## src/rtl/zxuno_flash_spi_pkg.sv

```systemverilog
// Shared definitions for the ZX-Uno flash SPI master.
//  - ZX-Uno register numbers used by the register-address decoder.
//  - Default SPI clock divider.
//  - Shifter state encoding.
package zxuno_flash_spi_pkg;

    // ZX-Uno register map (register numbers seen on addr).
    localparam logic [7:0] REG_MASTER_CFG = 8'h00;
    localparam logic [7:0] REG_MAPPER     = 8'h01;
    localparam logic [7:0] REG_SPI_DATA   = 8'h02;
    localparam logic [7:0] REG_SPI_CS     = 8'h03;
    localparam logic [7:0] REG_SCANCODE   = 8'h04;

    // flash_clk half-period in clk cycles.
    localparam int SPI_CLKDIV_DEFAULT = 2;

    typedef enum logic {
        SPI_IDLE  = 1'b0,
        SPI_SHIFT = 1'b1
    } spi_state_e;

endpackage

```

## src/rtl/flash_spi_shifter.sv

```systemverilog
// Byte shifter for the flash SPI master (SPI mode 0, MSB first).
// Ports:
//  clk, rst   system clock, asynchronous active-high reset
//  start      launch a byte; accepted when idle or on the completion clk
//  tx         byte to send, captured with start
//  busy       1 while the byte is shifting
//  done       single-clk pulse on the clk that ends the transfer
//  rx         last complete received byte (updated only on completion)
//  miso       serial data in, sampled on flash_clk rising edges
//  mosi       serial data out, changes on flash_clk falling edges
//  sclk       flash_clk, idle low, toggles every CLKDIV clks while busy
module flash_spi_shifter
    import zxuno_flash_spi_pkg::*;
#(
    parameter int CLKDIV = SPI_CLKDIV_DEFAULT
) (
    input  logic       clk,
    input  logic       rst,
    input  logic       start,
    input  logic [7:0] tx,
    output logic       busy,
    output logic       done,
    output logic [7:0] rx,
    input  logic       miso,
    output logic       mosi,
    output logic       sclk
);

    localparam int                DIV_W    = $clog2(CLKDIV) + 1;
    localparam logic [DIV_W-1:0]  DIV_LAST = DIV_W'(CLKDIV - 1);

    spi_state_e        state_q;
    spi_state_e        state_d;
    logic [DIV_W-1:0]  div_cnt;
    logic [3:0]        bit_cnt;   // counts flash_clk toggles, 16 per byte
    logic [7:0]        tx_sh;     // bits still to be presented, 1s shifted in
    logic [7:0]        rx_sh;
    logic              tick;
    logic              load;

    always_comb begin
        // NOTE: every signal written here gets a default first, so no latch is inferred.
        state_d = state_q;
        tick    = 1'b0;
        done    = 1'b0;
        case (state_q)
            SPI_IDLE: begin
                if (start) state_d = SPI_SHIFT;
            end
            SPI_SHIFT: begin
                tick = (div_cnt == DIV_LAST);
                if (tick && bit_cnt == 4'd15) begin
                    done    = 1'b1;
                    // A start on the completion clk chains straight into the next byte.
                    state_d = start ? SPI_SHIFT : SPI_IDLE;
                end
            end
            default: state_d = SPI_IDLE;
        endcase
    end

    assign busy = (state_q == SPI_SHIFT);
    assign load = start && (state_q == SPI_IDLE || done);

    // NOTE: sequential state uses non-blocking assignments so all flops update together.
    always_ff @(posedge clk or posedge rst) begin
        if (rst) state_q <= SPI_IDLE;
        else     state_q <= state_d;
    end

    always_ff @(posedge clk or posedge rst) begin
        if (rst) begin
            div_cnt <= '0;
            bit_cnt <= '0;
            tx_sh   <= 8'hFF;
            rx_sh   <= 8'hFF;
            rx      <= 8'hFF;
            mosi    <= 1'b1;
            sclk    <= 1'b0;
        end else begin
            // The last sample was taken on toggle 15, so rx_sh is complete here.
            if (done) rx <= rx_sh;

            if (load) begin
                tx_sh   <= {tx[6:0], 1'b1};
                mosi    <= tx[7];
                sclk    <= 1'b0;
                div_cnt <= '0;
                bit_cnt <= '0;
            end else if (busy) begin
                if (tick) begin
                    div_cnt <= '0;
                    sclk    <= ~sclk;
                    bit_cnt <= bit_cnt + 4'd1;  // wraps to 0 only on the final toggle
                    if (!sclk) begin
                        rx_sh <= {rx_sh[6:0], miso};
                    end else begin
                        // After the eighth bit this leaves mosi at the idle-high level.
                        mosi  <= tx_sh[7];
                        tx_sh <= {tx_sh[6:0], 1'b1};
                    end
                end else begin
                    div_cnt <= div_cnt + DIV_W'(1);
                end
            end
        end
    end

endmodule

```

## src/rtl/zxuno_flash_spi.sv

```systemverilog
// SPI master for the ZX-Uno boot/config flash behind registers $02 (data) and $03 (CS).
// Build option: define SPI_READ_STARTS_XFER_EN to make a read of the data register return
// the current rx and then launch a transfer of 8'hFF (read-through streaming).
// Ports:
//  clk, rst                       system clock, asynchronous active-high reset
//  addr                           selected ZX-Uno register number
//  read_from_reg, write_to_reg    CPU access levels; acted on at their rising edge
//  din                            CPU data bus
//  dout, oe_n                     read data (8'hFF when idle) and its enable, active low
//  busy                           byte shifting
//  flash_cs_n, flash_clk,
//  flash_mosi, flash_miso         flash pins
module zxuno_flash_spi
    import zxuno_flash_spi_pkg::*;
#(
    parameter logic [7:0] SPIREG = REG_SPI_DATA,
    parameter logic [7:0] CSREG  = REG_SPI_CS,
    parameter int         CLKDIV = SPI_CLKDIV_DEFAULT
) (
    input  logic       clk,
    input  logic       rst,
    input  logic [7:0] addr,
    input  logic       read_from_reg,
    input  logic       write_to_reg,
    input  logic [7:0] din,
    output logic [7:0] dout,
    output logic       oe_n,
    output logic       busy,
    output logic       flash_cs_n,
    output logic       flash_clk,
    output logic       flash_mosi,
    input  logic       flash_miso
);

    logic       wr_q;
    logic       rd_q;
    logic       wr_edge;
    logic       rd_edge;
    logic       spi_wr_edge;
    logic       cs_wr_edge;
    logic       cs_rd_edge;
    logic       rd_start;
    logic       wr_accept;
    logic       start;
    logic [7:0] tx_data;
    logic       done;
    logic [7:0] rx;
    logic       overrun;
    logic       cs_pending;
    logic       cs_pending_val;

    // Strobes span many clks; one CPU access must give exactly one action.
    assign wr_edge     = write_to_reg  && !wr_q;
    assign rd_edge     = read_from_reg && !rd_q;
    assign spi_wr_edge = wr_edge && (addr == SPIREG);
    assign cs_wr_edge  = wr_edge && (addr == CSREG);
    assign cs_rd_edge  = rd_edge && (addr == CSREG);

`ifdef SPI_READ_STARTS_XFER_EN
    logic spi_rd_edge;
    assign spi_rd_edge = rd_edge && (addr == SPIREG);
    // Reads during a transfer only return rx; they never queue or flag overrun.
    assign rd_start    = spi_rd_edge && !busy;
`else
    assign rd_start    = 1'b0;
`endif

    // On the completion clk the byte finishes first, so a write there is not an overrun.
    assign wr_accept = spi_wr_edge && (!busy || done);
    assign start     = wr_accept || rd_start;
    assign tx_data   = wr_accept ? din : 8'hFF;

    flash_spi_shifter #(
        .CLKDIV (CLKDIV)
    ) u_shifter (
        .clk   (clk),
        .rst   (rst),
        .start (start),
        .tx    (tx_data),
        .busy  (busy),
        .done  (done),
        .rx    (rx),
        .miso  (flash_miso),
        .mosi  (flash_mosi),
        .sclk  (flash_clk)
    );

    always_ff @(posedge clk or posedge rst) begin
        if (rst) begin
            wr_q           <= 1'b0;
            rd_q           <= 1'b0;
            overrun        <= 1'b0;
            flash_cs_n     <= 1'b1;
            cs_pending     <= 1'b0;
            cs_pending_val <= 1'b1;
        end else begin
            wr_q <= write_to_reg;
            rd_q <= read_from_reg;

            // Set has priority over the status-read clear.
            if (spi_wr_edge && busy && !done) overrun <= 1'b1;
            else if (cs_rd_edge)              overrun <= 1'b0;

            // CS never changes mid-byte; a write while busy waits for completion,
            // and a newer write while busy replaces the waiting value.
            if (cs_wr_edge) begin
                if (!busy || done) begin
                    flash_cs_n <= din[0];
                    cs_pending <= 1'b0;
                end else begin
                    cs_pending     <= 1'b1;
                    cs_pending_val <= din[0];
                end
            end else if (done && cs_pending) begin
                flash_cs_n <= cs_pending_val;
                cs_pending <= 1'b0;
            end
        end
    end

    always_comb begin
        dout = 8'hFF;
        oe_n = 1'b1;
        if (read_from_reg) begin
            if (addr == SPIREG) begin
                dout = rx;
                oe_n = 1'b0;
            end else if (addr == CSREG) begin
                dout = {overrun, 6'b0, flash_cs_n};
                oe_n = 1'b0;
            end
        end
    end

endmodule

```

## config.mk

```make
export PLATFORM = sky130hd
export DESIGN_NAME = zxuno_flash_spi
export DESIGN_NICKNAME = d
export VERILOG_FILES = /design/src/rtl/zxuno_flash_spi_pkg.sv /design/src/rtl/flash_spi_shifter.sv /design/src/rtl/zxuno_flash_spi.sv
export SDC_FILE = /design/constraint.sdc
export NUM_CORES = 1
export LEC_CHECK = 0
export CORE_ASPECT_RATIO = 1.1
export CORE_UTILIZATION = 55
export DETAILED_ROUTE_END_ITERATION = 6
export PLACE_DENSITY_LB_ADDON = 0.1
export SLEW_MARGIN = 10
export SYNTH_ARGS = -nofsm -noshare
export SYNTH_HDL_FRONTEND = slang
export SYNTH_SLANG_ARGS = --single-unit
```

## constraint.sdc

```tcl
create_clock -name clk -period 3 [get_ports clk]
set_clock_uncertainty 0.15 [all_clocks]
set_input_delay 0.6 -clock clk [delete_from_list [all_inputs] [get_ports clk]]
set_output_delay 0.6 -clock clk [all_outputs]
set_load 0.1 [all_outputs]
```

==> reports/metrics.csv, run 1 <==
metric,value,unit
net switching power figure,332,uW
max cap viols,0,
Post-CTS Repair Setup Buffers,0,
data required time at the worst endpoint,2.25,ns
Top Ports,34,
cell at the root of the clock tree,clkbuf_4,
wire length of the first global-routing pass,6070,um
biggest area contributors in the synthesized netlist,"dfstp_2 37%, mux2_2 16%, dfrtp_1 16%",
core outline area,3130,um2
Post-Synthesis Cells,135,
setup repair after global routing missed its margin,false,
share of synthesized flip-flops with an asynchronous set or reset,1.00,
total internal power,925,uW
effective utilization at floorplan,0.595,
clock tree from TritonCTS,done,
biggest cell delay along the critical path,0.45,ns
DRC violation count after routing,0,
"commonest cells after routing, fill and taps aside","27 x mux2_2, 26 x dfstp_2, 20 x clkdlybuf4s50_1",
status,finished clean,
number of fill cells,184,
worst endpoint data arrival time,2.15,ns
worst voltage drop across the vdd grid,654,uV
Placer Congestion,0.716,
terminus of the critical flop-to-flop path,u_shifter.tx_sh[6],
average wire per standard cell,16.0,um
Congestion Overflow GR,0,
Die Width,57.4,um
largest fanout on the critical path,6,
initial antenna violation count,0,
largest net degree at the start of global routing,39,
cells traversed along the worst timing path,clkdlybuf4s50_1 > nor4_4 > and2_1 > a21o_1 > buf_12,
post-route ant nets,0,
category of the most critical setup path,input pin to output port,
class of the tightest hold or removal check,flop to flop,
share of the clock period used by the worst path after layout,0.965,
clock insertion delay at the later pin of the skew report,0.34,ns
worst setup path startpoint,addr[5],
total CTS buffers,5,
total of warnings raised by yosys,0,
number of synthesized register bits,38,
post_cts resized,0,
total global-route track usage,0.223,
number of nets in the layout,199,
vertical die dimension,63.0,um
peak clock frequency supported by timing,0.345,GHz
share of total power in the clock network,0.358,
Avg Synthesized Cell Area,13.8,um2
Critical Path Sink Type,output port,
cells on worst reg2reg path,5,
port bufs,33,
count of different cell masters after synthesis,38,
Post-synth EDFFs,0,
hold path cells,1,
number of failing setup endpoints in the final timing report,0,
R2R Path Start,u_shifter.bit_cnt[0],
number of nets in the synthesized netlist,157,
"Max stage delay cell, worst path",clkdlybuf4s50_1,
via density per instance,5.76,
number of levels the H-tree was split into,2,
vias in the first global route,1367,
final-layout worst hold slack,0.403,ns
part of the Yosys area used for sequential elements,0.529,
number of design-rule violations left by the first detailed-router iteration,35,
wire length reported by the detailed router,3380,um
Tightest Pin Transition,0.467,ns
launching element type of the critical path,input pin,
Post-synth top flop,dfstp_2,
Switching Fraction,0.264,
HPWL Detailed,2470,um
diode count,0,
P_leak,1.13,nW
number of hold-slack violations in the final timing report,0,
cell area after synthesis,1860,um2
share of layout cells above drive strength 1,0.539,
endpoint with the worst hold slack,u_shifter.div_cnt[1],
worst-case register-to-register setup slack,0.81,ns
die footprint,3620,um2
Rel. slew slack,0.689,
total number of clock tree sinks,38,
Power Dens Cells,513,nW/um2
most common library cell in the layout ignoring fill and taps,mux2_2,
combinational share of power,0.164,
Final Max Slew Viols,0,
clock-pin slew of the registers on the worst-case setup and hold paths,0.10,ns
hold path start,u_shifter.div_cnt[1],
Via Count,1221,
cts hold-fix bufs,0,
Row Count,21,
setup TNS after final layout,0,ns
sequential share of power,0.478,
clock buffer depth,2,
signed area change from the synthesized netlist to the final layout,31.8,%
cell taking the most area after synthesis,dfstp_2,
fraction of synthesized cell area taken by the top area cell type,0.367,
number of detailed-routing iterations run before antenna repair,4,
post-layout minimum cycle time,2.90,ns
per-stage QoR:
| stage | util | worst slack (ns) | instance area [um2] | power, mW | cells |
|---|---|---|---|---|---|
| global route | 0.784 | 0.000480 | 2450 | 1.31 | 212 |
| global placement | 0.748 | 0.151 | 2340 | 0.802 | 204 |
| floorplan | - | 0.0561 | 1870 | 0.741 | 135 |
| finish | 0.784 | 0.104 | 2450 | 1.26 | 212 |
| detailed placement | 0.748 | 0.108 | 2340 | 0.817 | 204 |
| CTS | 0.784 | 0.0903 | 2450 | 1.26 | 212 |
worst max-delay path by stage:
| stage | end |
|---|---|
| floorplan | dout[0] |
| global placement | dout[2] |
| detailed placement | dout[6] |
| CTS | dout[6] |
| global route | dout[6] |
| finish | dout[6] |
critical path: cells and delay by family:
family | cells | cell delay [ns]
and+or+nand+nor | 2 | 0.69
buffers and inverters | 2 | 0.64
AOI/OAI and AO/OA | 1 | 0.22
cells by family after synthesis:
group                      count (synthesis)  share of synthesized area
xor gates and xnor gates                   4                     0.0188
DFF                                       38                      0.529
AOI/OAI and AO/OA                         17                     0.0720
muxes                                     34                      0.215
and+or+nand+nor                           35                      0.139
buffers and inverters                      6                     0.0202
adders and majority gates                  1                    0.00673
state kept, by name (all words and copies together) (netlist names):
signal and cells:
cs_pending 1, cs_pending_val 1, flash_cs_n 1, overrun 1
rd_q 1, u_shifter.bit_cnt 4, u_shifter.busy 1, u_shifter.div_cnt 2
u_shifter.mosi 1, u_shifter.rx 8, u_shifter.rx_sh 8, u_shifter.sclk 1
u_shifter.tx_sh 7, wr_q 1
power by group through the flow:
stage / Combinational, mW / Clock (mW) / Sequential (mW)
after floorplan: 0.0820 / 0 / 0.659
after global placement: 0.200 / 0 / 0.602
after detailed placement: 0.208 / 0 / 0.609
after CTS: 0.209 / 0.455 / 0.600
after global routing: 0.226 / 0.478 / 0.606
final: 0.206 / 0.450 / 0.601
per-layer routing:
metal / vias up / part of all wire / global-route usage / wire [um]
li1: 564 / - / - / -
met1: 607 / 0.42 / 0.286 / 1420
met2: 36 / 0.50 / 0.331 / 1680
met3: 14 / 0.044 / 0.0538 / 149
met4: 0 / 0.040 / 0.146 / 136
met5: - / 0 / 0 / 0
cell usage after synthesis, drive strengths merged, types with 2 or more instances:
library cell and number:
nand2 7, dfrtp 12, nor2 9, o21ai 4, nand2b 3, a21oi 2, and2b 2, xor2 2
nand3b 2, nand4 3, a21o 6, and3b 2, buf 3, mux2i 2, dfstp 26, mux2 32
a211o 2, inv 2, xnor2 2
cell type report:
type | count | area (um2) | share of cell area
flip-flops and latches | 38 | 983 | 0.401
clock inverters | 2 | 60.1 | 0.0245
repair buffers | 39 | 455 | 0.186
well taps | 34 | 42.5 | 0.0174
clock buffers | 6 | 51.3 | 0.0209
multi-input cells | 91 | 850 | 0.347
inverters | 2 | 7.51 | 0.00306
Power figures use the tool's default switching activity.
==> run 2: changes to the inputs <==
--- a/config.mk
+++ b/config.mk
@@ -9,7 +9,8 @@
 export CORE_UTILIZATION = 55
 export DETAILED_ROUTE_END_ITERATION = 6
 export PLACE_DENSITY_LB_ADDON = 0.1
-export SLEW_MARGIN = 10
+export REMOVE_ABC_BUFFERS = 1
+export SLEW_MARGIN = 20
 export SYNTH_ARGS = -nofsm -noshare
 export SYNTH_HDL_FRONTEND = slang
 export SYNTH_SLANG_ARGS = --single-unit
==> constraint.sdc (replaced) <==
create_clock -name clk -period 3.7 [get_ports clk]
set_clock_uncertainty 0.15 [all_clocks]
set_input_delay 0.74 -clock clk [delete_from_list [all_inputs] [get_ports clk]]
set_output_delay 0.74 -clock clk [all_outputs]
set_load 0.1 [all_outputs]
==> run 2 against run 1 <==
Compared with the run above: the flow now finishes with violations (design-rule violations); worst hold slack worse by 0.0027 ns; via count is 6.2% lower; power down 20%; sequential share of layout area grew 0.69 points; combinational power decreased by 20%; sequential cell count unchanged; critical path depth did not move; register-to-register slack gained 0.72 ns; critical path type unchanged.
==> reports/metrics.csv, run 2 (synthesis gave the netlist of run 1 again) <==
metric,value,unit,change
class of the tightest hold or removal check,flop to flop,,unchanged
max cap viols,0,,unchanged
Post-CTS Repair Setup Buffers,0,,unchanged
launching element type of the critical path,input pin,,unchanged
setup repair after global routing missed its margin,false,,unchanged
clock-pin slew of the registers on the worst-case setup and hold paths,0.11,ns,was 0.10 ns
die footprint,3620,um2,unchanged
initial antenna violation count,0,,unchanged
pre-CTS setup slack,0.460,ns,was 0.108 ns
combined flip-flop and latch cell area,983,um2,unchanged
registers with the most flip-flops,"u_shifter.rx: 8 flops, u_shifter.rx_sh: 8 flops, u_shifter.tx_sh: 7 flops",,unchanged
final cell area excluding filler cells,2410,um2,was 2450 um2
Top Ports,34,,unchanged
largest fanout on the critical path,7,,was 6
Row Count,21,,unchanged
Congestion Overflow GR,0,,unchanged
vias in the first global route,1220,,was 1367
status,"complete, but fails checks",,was finished clean
P_leak,1.11,nW,was 1.13 nW
total area of multi-input combinational cells,838,um2,was 850 um2
cell at the root of the clock tree,clkbuf_4,,unchanged
clock buffer depth,2,,unchanged
number of fill cells,194,,was 184
Critical Path Sink Type,output port,,unchanged
setup TNS after final layout,0,ns,unchanged
Die Width,57.4,um,unchanged
"Max stage delay cell, worst path",clkdlybuf4s50_1,,unchanged
final-layout worst hold slack,0.401,ns,was 0.403 ns
Rel. slew slack,0.480,,was 0.689
overall power consumption,1.01,mW,was 1.26 mW
diode count,0,,unchanged
number of nets in the layout,195,,was 199
port bufs,33,,unchanged
"number of standard cells in the layout, taps in and fillers out",208,,was 212
number of hold-slack violations in the final timing report,0,,unchanged
total CTS buffers,5,,unchanged
largest net degree at the start of global routing,22,,was 39
cells traversed along the worst timing path,clkdlybuf4s50_1 > nor4b_4 > and2_1 > a21o_1 > buf_12,,was clkdlybuf4s50_1 > nor4_4 > and2_1 > a21o_1 > buf_12
Placer Congestion,0.728,,was 0.716
most common library cell in the layout ignoring fill and taps,mux2_2,,unchanged
"commonest cells after routing, fill and taps aside","27 x mux2_2, 26 x dfstp_2, 20 x clkdlybuf4s50_1",,unchanged
category of the most critical setup path,input pin to output port,,unchanged
total global-route track usage,0.207,,was 0.223
total number of clock tree sinks,38,,unchanged
worst path bufs/invs,2,,unchanged
number of levels the H-tree was split into,2,,unchanged
number of failing setup endpoints in the final timing report,0,,unchanged
DRC violation count after routing,4,,was 0
average wire per standard cell,15.5,um,was 16.0 um
wire length reported by the detailed router,3210,um,was 3380 um
placed cells,200,,was 204
Via Count,1145,,was 1221
clock tree from TritonCTS,done,,unchanged
Final Max Slew Viols,0,,unchanged
share of the clock period used by the worst path after layout,0.873,,
area after detailed placement,2300,um2,was 2340 um2
Power Dens Cells,420,nW/um2,was 513 nW/um2
number of design-rule violations left by the first detailed-router iteration,38,,was 35
post-layout minimum cycle time,3.23,ns,
worst voltage drop across the vdd grid,330,uV,was 654 uV
final cell utilization of the core,0.770,,was 0.784
cts hold-fix bufs,0,,unchanged
HPWL Detailed,2380,um,was 2470 um
peak clock frequency supported by timing,0.310,GHz,
vertical die dimension,63.0,um,unchanged
signed area change from the synthesized netlist to the final layout,29.5,%,was 31.8%
clock insertion delay at the later pin of the skew report,0.34,ns,about the same
biggest cell delay along the critical path,0.53,ns,was 0.45 ns
post-route ant nets,0,,unchanged
failing checks,design-rule violations,,
final worst setup slack,0.469,ns,was 0.104 ns
wire length of the first global-routing pass,5520,um,was 6070 um
worst endpoint data arrival time,2.34,ns,was 2.15 ns
worst-case register-to-register setup slack,1.53,ns,was 0.81 ns
number of detailed-routing iterations run before antenna repair,6,,was 4
data required time at the worst endpoint,2.81,ns,was 2.25 ns
share of layout cells above drive strength 1,0.517,,was 0.539
top cell family by delay on the critical path,buffers and inverters,,was simple AND/OR/NAND/NOR gates
via density per instance,5.50,,was 5.76
Tightest Pin Transition,0.779,ns,was 0.467 ns
core outline area,3130,um2,unchanged
post_cts resized,0,,unchanged
effective utilization at floorplan,0.595,,unchanged
[run 2: cell types whose count changed in the layout (fill, tap and decap cells not counted), sizes merged]
cell	before	now
buf	19	15
[run 2: layout make-up]
class | count | area share
multi-input combinational | 91 | 0.348
clock inverter | 2 | 0.0249
inverter | 2 | 0.00312
tap | 34 | 0.0177
clock buffer | 6 | 0.0213
sequential | 38 | 0.408
timing repair buffer | 35 | 0.177
[run 2: path summary, 6_finish.rpt]
check	cells after the start	from	end
max in group asynchronous	3	rst	flash_cs_n
worst max register to register	5	u_shifter.bit_cnt[0]	u_shifter.tx_sh[6]
worst max-delay path	5	addr[0]	dout[5]
min in group asynchronous	2	rst	u_shifter.sclk
worst min register to register	1	u_shifter.div_cnt[1]	u_shifter.div_cnt[1]
worst min-delay path	1	u_shifter.div_cnt[1]	u_shifter.div_cnt[1]
[run 2: where the power goes]
group / switching, mW / internal (mW)
registers: 0.0314 / 0.454
clock network: 0.133 / 0.229
logic: 0.0985 / 0.0657
total: 0.263 / 0.748
[run 2: metal layers]
metal	vias to the layer above	share of wire	track usage
met4	0	0.016	0.0823
met2	24	0.52	0.342
li1	560	-	-
met1	556	0.42	0.256
met3	5	0.040	0.0559
met5	-	0	0
